File: src/rtl/ps2_host_tx.sv
// Host-to-device PS/2 transmitter: inhibit, request-to-send, then shifts a command byte
// out on device-generated clocks and captures the device acknowledge. Open-drain outputs.
module ps2_host_tx #(
   parameter int INHIBIT_CYCLES = 10000,
   parameter int REQ_CYCLES     = 16,
   parameter int TIMEOUT_CYCLES = 2000000
) (
   input  logic       clk,
   input  logic       rst,
   input  logic       tx_valid,
   input  logic [7:0] tx_data,
   output logic       tx_ready,
   input  logic       ps2_clk_i,
   input  logic       ps2_data_i,
   output logic       ps2_clk_oe,
   output logic       ps2_data_oe,
   output logic       busy,
   output logic       done,
   output logic       ack_ok,
   output logic       err_timeout
);

   localparam int MAX_IR = (INHIBIT_CYCLES > REQ_CYCLES) ? INHIBIT_CYCLES : REQ_CYCLES;
   localparam int MAX_C  = (TIMEOUT_CYCLES > MAX_IR) ? TIMEOUT_CYCLES : MAX_IR;
   localparam int CW     = $clog2(MAX_C + 1);

   typedef enum logic [2:0] {
      IDLE      = 3'd0,
      INHIBIT   = 3'd1,
      REQ       = 3'd2,
      SEND      = 3'd3,
      WAIT_ACK  = 3'd4,
      WAIT_IDLE = 3'd5
   } state_t;

   state_t          state_q, state_d;
   logic [CW-1:0]   cnt_q, cnt_d;
   logic [3:0]      bit_q, bit_d;
   logic [7:0]      data_q, data_d;
   logic            ack_q, ack_d;

   logic            clk_s1_q, clk_s2_q, clk_prev_q;
   logic            data_s1_q, data_s2_q;
   logic            fall;
   logic            frame_bit;
   logic [3:0]      bit_m1;
   logic            in_frame;

   // Lines idle high, so the synchronisers reset to 1 to avoid a phantom falling edge.
   always_ff @(posedge clk) begin
      if (rst) begin
         state_q    <= IDLE;
         cnt_q      <= '0;
         bit_q      <= '0;
         data_q     <= '0;
         ack_q      <= 1'b0;
         clk_s1_q   <= 1'b1;
         clk_s2_q   <= 1'b1;
         clk_prev_q <= 1'b1;
         data_s1_q  <= 1'b1;
         data_s2_q  <= 1'b1;
      end else begin
         state_q    <= state_d;
         cnt_q      <= cnt_d;
         bit_q      <= bit_d;
         data_q     <= data_d;
         ack_q      <= ack_d;
         clk_s1_q   <= ps2_clk_i;
         clk_s2_q   <= clk_s1_q;
         clk_prev_q <= clk_s2_q;
         data_s1_q  <= ps2_data_i;
         data_s2_q  <= data_s1_q;
      end
   end

   assign fall = ~clk_s2_q & clk_prev_q;

   // Frame position 0 is the start bit, 1..8 data LSB first, 9 odd parity, 10 stop.
   always_comb begin
      bit_m1    = bit_q - 4'd1;
      frame_bit = 1'b1;
      if (bit_q == 4'd0) begin
         frame_bit = 1'b0;
      end else if (bit_q <= 4'd8) begin
         frame_bit = data_q[bit_m1[2:0]];
      end else if (bit_q == 4'd9) begin
         frame_bit = ~^data_q;
      end
   end

   assign in_frame = (state_q == SEND) || (state_q == WAIT_ACK) || (state_q == WAIT_IDLE);

   always_comb begin
      state_d     = state_q;
      cnt_d       = cnt_q;
      bit_d       = bit_q;
      data_d      = data_q;
      ack_d       = ack_q;
      ps2_clk_oe  = 1'b0;
      ps2_data_oe = 1'b0;
      done        = 1'b0;
      err_timeout = 1'b0;

      case (state_q)
         IDLE: begin
            cnt_d = '0;
            bit_d = '0;
            if (tx_valid) begin
               data_d  = tx_data;
               ack_d   = 1'b0;
               state_d = INHIBIT;
            end
         end
         INHIBIT: begin
            ps2_clk_oe = 1'b1;
            if (cnt_q == CW'(INHIBIT_CYCLES - 1)) begin
               cnt_d   = '0;
               state_d = REQ;
            end else begin
               cnt_d = cnt_q + CW'(1);
            end
         end
         REQ: begin
            ps2_clk_oe  = 1'b1;
            ps2_data_oe = 1'b1;
            if (cnt_q == CW'(REQ_CYCLES - 1)) begin
               cnt_d   = '0;
               bit_d   = '0;
               state_d = SEND;
            end else begin
               cnt_d = cnt_q + CW'(1);
            end
         end
         SEND: begin
            ps2_data_oe = ~frame_bit;
            if (fall) begin
               bit_d = bit_q + 4'd1;
               if (bit_q == 4'd9) begin
                  state_d = WAIT_ACK;
               end
            end
         end
         WAIT_ACK: begin
            if (fall) begin
               ack_d   = ~data_s2_q;
               bit_d   = 4'd11;
               state_d = WAIT_IDLE;
            end
         end
         WAIT_IDLE: begin
            if (clk_s2_q && data_s2_q) begin
               done    = 1'b1;
               state_d = IDLE;
            end
         end
         default: state_d = IDLE;
      endcase

      // Timeout only aborts when the frame is not finishing this same cycle.
      if (in_frame) begin
         if (cnt_q == CW'(TIMEOUT_CYCLES)) begin
            if (!done) begin
               err_timeout = 1'b1;
               state_d     = IDLE;
            end
         end else begin
            cnt_d = cnt_q + CW'(1);
         end
      end
   end

   assign tx_ready = (state_q == IDLE);
   assign busy     = (state_q != IDLE);
   assign ack_ok   = done & ack_q;

endmodule

File: config.mk
export PLATFORM = sky130hd
export DESIGN_NAME = ps2_host_tx
export DESIGN_NICKNAME = d
export VERILOG_FILES = /design/src/rtl/ps2_host_tx.sv
export SDC_FILE = /design/constraint.sdc
export NUM_CORES = 1
export LEC_CHECK = 0
export CAP_MARGIN = 15
export CORE_ASPECT_RATIO = 0.7
export CORE_MARGIN = 2
export CORE_UTILIZATION = 35
export DETAILED_ROUTE_END_ITERATION = 6
export PLACE_DENSITY = 0.55
export SYNTH_ARGS = -nofsm -noshare
export SYNTH_HDL_FRONTEND = slang
export SYNTH_SLANG_ARGS = --single-unit
File: constraint.sdc
create_clock -name clk -period 3 [get_ports clk]
set_clock_uncertainty 0.2 [all_clocks]
set_input_delay 0.45 -clock clk [delete_from_list [all_inputs] [get_ports clk]]
set_output_delay 0.45 -clock clk [all_outputs]
set_load 0.02 [all_outputs]
---- Word-level counts from Yosys, hierarchy flattened ----
Index checks and enable logic that the tools add are counted.
storage, ports and cells
  word-level logic and storage cells ...... 81
  input bits .............................. 13
  flip-flop bits (word level) ............. 42
operators by class
  $add $sub $neg .......................... 3
  equality and inequality tests ........... 13
  magnitude comparators ................... 2
  muxes and demuxes ....................... 35
  bitwise gates (word level) .............. 5
  reductions and logical operators ........ 13
operators by type and width
  cell                                                   count
  2-to-1 mux 21 bit                                      4
  one-hot mux 21 bit (3 select lines)                    1
  2-to-1 mux 3 bit                                       10
  adder 21 x 1 -> 21 bit, second input constant          1
  == test 21 x 14 -> 1 bit, second input constant        1
  == test 21 bit, second input constant                  1
  == test 21 x 4 -> 1 bit, second input constant         1
  one-hot mux 3 bit (6 select lines)                     1
  one-hot mux 4 bit (4 select lines)                     1
  2-to-1 mux 1 bit                                       12
  2-to-1 mux 4 bit                                       3
  inequality test 2 bit, second input constant           4
  XNOR reduction 8 bit                                   1
  == test 3 x 2 -> 1 bit, second input constant          2
  == test 3 bit, second input constant                   2
  adder 4 x 1 -> 4 bit, second input constant            1
  == test 4 bit, second input constant                   1
  less-or-equal comparator 4 bit, second input constant  1
  zero test 4 bit                                        1
  < comparator 3 x 4 -> 1 bit, second input constant     1
  one-hot mux 1 bit (2 select lines)                     2
  AND reduction 4 bit                                    1
  nonzero test 4 bit                                     1
  binary-select mux 1 bit (select 3 bit)                 1
  other kinds (12)                                       16

---- Longest topological paths before layout ----
  depth after elaboration ................. 7
  gate-level depth with buffers ........... 9

---- Worst setup path before layout ----
OpenSTA, ideal clock, no wires.
  kind .................................... reg2out
  start ................................... reg bit_q[0]
  end ..................................... out ps2_data_oe
  data required time ...................... 2.350 ns
  path slack .............................. 0.266 ns
  path buffers ............................ 0
  arrival time ............................ 2.084 ns
  stages on the path, launching flop included .. 6
  cells stage by stage .................... dfxtp_1 > inv_1 > ha_1 > mux4_2 > a221o_1 > a31oi_1
on the way
  longest elaborated chain between the ends .. 7
  elaborated cells on any way between the ends .. 11
  those cells by class .................... add/sub (1); order compare (1); eq/ne (1); mux (6); bitwise (1); reduce/logical (1)
ends and longest elaborated chain
  element                                 RTL line  text
  from (decl)                             38        logic [3:0] bit_q, bit_d;
  from (signal assigned)                  65        bit_q <= bit_d;
  subtractor 3 x 1 -> 3 bit               80        bit_m1 = bit_q - 4'd1;
  binary-select mux 1 bit (select 3 bit)  85        frame_bit = data_q[bit_m1[2:0]];
  2-to-1 mux 1 bit (implied by the code)  85
  2-to-1 mux 1 bit                        84        end else if (bit_q <= 4'd8) begin
  2-to-1 mux 1 bit *                      82        if (bit_q == 4'd0) begin
  NOT 1 bit *                             135       ps2_data_oe = ~frame_bit;
  one-hot mux 1 bit (2 select lines) *    104       case (state_q)
  to (decl)                               16        output logic ps2_data_oe,
Mark *: on every way between the ends. The rest lies on a longest branch, timed or not. The select of a mux whose other input is x is not followed.

---- Final worst setup path ----
Same ends and word-level chain as after synthesis.

==> impl_metrics.tcl <==
set metrics [dict create \
    status "finished clean" \
    switchingPower_uw 273 \
    cts_tree "done" \
    synthSimpleGateAreaFrac 0.317 \
    die_h_um 71.9 \
    area_growth_pct 18.8 \
    ys_warn_count 0 \
    min_path_type "reg -> reg" \
    synth-edff-count 0 \
    drcViolationCount 0 \
    synth.net_count 302 \
    dp_hpwl_um 4130 \
    fmaxAchievable_mhz 351 \
    relSlewSlack 0.649 \
    cap_violations 0 \
    synth_top_family_by_area "simple AND/OR/NAND/NOR gates" \
    cp_num_buf_inv 2 \
    clockBufferDepth 2 \
    crit_chain "inv_1, ha_1, mux4_2, a221o_1, a31oi_1, clkbuf_2" \
    finalCritPeriodShare 0.951 \
    ys_types 45 \
    dpl-instance-area_sq_um 2660 \
    die_area_sq_um 7260 \
    worstSetupPathType "reg -> out" \
    first_global_vias 1837 \
    cp.required_ps 2350 \
    pin_count 20 \
    fillers 654 \
    crit_slowest_cell "mux4_2" \
    grt_pass1_wl_um 9090 \
    rsz0062_at_grt "no" \
    clkPwrFrac 0.346 \
    finalSetupViolCount 0 \
    end_kind "output port" \
    synthMuxAreaShare 0.0195 \
    holdBufCountCts 0 \
    io_buffer_count 19 \
    power_frac_comb 0.110 \
    p_seq_frac 0.545 \
    pwr_density_cell_nw_per_um2 390 \
    diodes 0 \
    cts.clk_slew.worst_paths_ps 80 \
    grt_max_degree 18 \
    slew_violations 0 \
    synth_common_cells "dfxtp_1, nand2_1, nor2_1" \
    cts-htree-levels 2 \
    via_per_inst 5.18 \
    ys_seq_area_frac 0.365 \
    power_mw 1.07 \
    peakVddDrop_v 0.000202 \
    gp_congestion 0.786 \
    synth_cells 284 \
    fin_nets 332 \
    worstPathMaxFanout 2 \
    wl_per_cell_um 13.6 \
    vias 2034 \
    crit_family "multiplexers" \
    start_util 0.365 \
    cp.arrival_ps 2200 \
    antenna_found_initial 0 \
    synth_fa_ha_area_frac 0.0271 \
    ys_ff_latch 42 \
    syn_area_sq_um 2300 \
    finalHoldViolations 0 \
    hp-start "clk_s1_q$_SDFF_PP1_" \
    num_rows 24 \
    synth_compound_area_frac 0.134 \
    grtUsageTotal 0.159 \
    start_kind "flip-flop" \
    design.core.area_sq_um 6310 \
    cts_sinks 42 \
    drive_gt1_frac 0.130 \
    cts_root_buffer "clkbuf_8" \
    drt_iter0_markers 143 \
    ys.flop_type "dfxtp_1" \
    finalCriticalPeriod_ps 2850 \
    crit_start "bit_q[0]$_SDFFE_PP0P_" \
    synth.avg_cell_area_sq_um 8.12 \
    fp.dieW_um 101 \
    p_leak_nw 0.956 \
    wl_um 5350 \
    final_antenna_net_count 0 \
    synth_top_area_frac 0.365 \
    grt_overflow_total 0 \
    yosys.cell_count.top_type "dfxtp_1" \
    tightest_slew_ps 525 \
    p_sw_frac 0.255 \
    synth-xor-area-share 0.106 \
    fin_area_sq_um 2740 \
    first_pass_iters 4 \
    async_flop_share 0 \
    r2r-start "cnt_q[0]$_SDFF_PP0_" \
    critPathMaxStageDelay_ps 520 \
    clock_latency_ps 300 \
    synth_area_leader_cell "dfxtp_1" \
    synth_area_leaders "dfxtp_1, xnor2_1, nand2_1" \
    cts_buffers 5 \
    p_int_uw 795 \
]
==> timing repair <==
item / 4_1_cts / 5_1_grt
endpoints found under the setup margin: 2 / 1
resized for setup: 3 / 2
endpoints found under the hold margin: 0 / 0
setup buffers: 0 / 0
==> cells by family after synthesis <==
family | count (synthesis)
flops | 42
xor+xnor | 28
fa+ha+maj | 5
mux | 2
compound gates | 45
simple gates | 143
buf+inv | 19
==> through the flow <==
stage | TNS, ps | util | setup WS, ps | hold slack (ps) | std cells
4_1_cts | -8.31 | 0.435 | -8.31 | 213 | 393
6_report | 0 | 0.434 | 148 | 213 | 393
3_3_place_gp | 0 | 0.421 | 38.8 | 192 | 385
3_5_place_dp | 0 | 0.421 | 26.6 | 193 | 385
5_1_grt | 0 | 0.434 | 23.3 | 226 | 393
2_1_floorplan | 0 | - | 266 | 189 | 284
==> final timing paths <==
kind                            slack (ps)  depth (start not counted)               endpoint
worst max-delay path                   150                          6            ps2_data_oe
worst min register to register         210                          1    clk_s2_q$_SDFF_PP1_
worst min-delay path                   210                          1    clk_s2_q$_SDFF_PP1_
worst max register to register         610                          7  bit_q[2]$_SDFFE_PP0P_
==> layer usage <==
| layer | up-vias | wire length (um) | global-route usage |
|---|---|---|---|
| li1 | 1053 | - | - |
| met1 | 946 | 3070 | 0.260 |
| met2 | 30 | 2000 | 0.207 |
| met3 | 5 | 238 | 0.0318 |
| met4 | 0 | 39 | 0.0405 |
| met5 | - | 0 | 0 |
==> sequential cells by signal, indices dropped and copies added, names as in the netlist, 3 cells and up <==
name     count
bit_q        4
cnt_q       21
data_q       8
state_q      3
==> cell usage in the layout (no fill, tap or decap), drive strengths merged, types with 4 or more instances in the layout <==
cell type,synthesis,final
dfxtp,42,42
nand2,39,39
nor2,34,34
xnor2,21,21
a21oi,20,20
clkdlybuf4s50,0,17
nor3,15,15
buf,2,14
inv,9,9
nand4,9,9
or2,8,8
xor2,7,7
clkbuf,8,7
nand2b,6,6
nand3,6,6
and3,6,6
ha,5,5
nor4,5,5
nor2b,4,4
o21ai,4,4
==> power by group through the flow <==
stage | Combinational [mW] | Sequential [mW] | Clock, mW
finish | 0.117 | 0.582 | 0.369
global route | 0.130 | 0.584 | 0.403
CTS | 0.118 | 0.582 | 0.379
detailed placement | 0.117 | 0.595 | 0
global placement | 0.117 | 0.595 | 0
floorplan | 0.0760 | 0.590 | 0
==> area by class of cell <==
class | instances | area, sq um | area share
clock buffer | 6 | 72.6 | 0.0265
clock inverter | 2 | 13.8 | 0.00503
inverter | 9 | 33.8 | 0.0123
multi-input combinational | 223 | 1390 | 0.508
sequential | 42 | 841 | 0.307
tap | 78 | 97.6 | 0.0356
timing repair buffer | 33 | 289 | 0.106
Note: power is estimated with default switching activity, not from simulation.
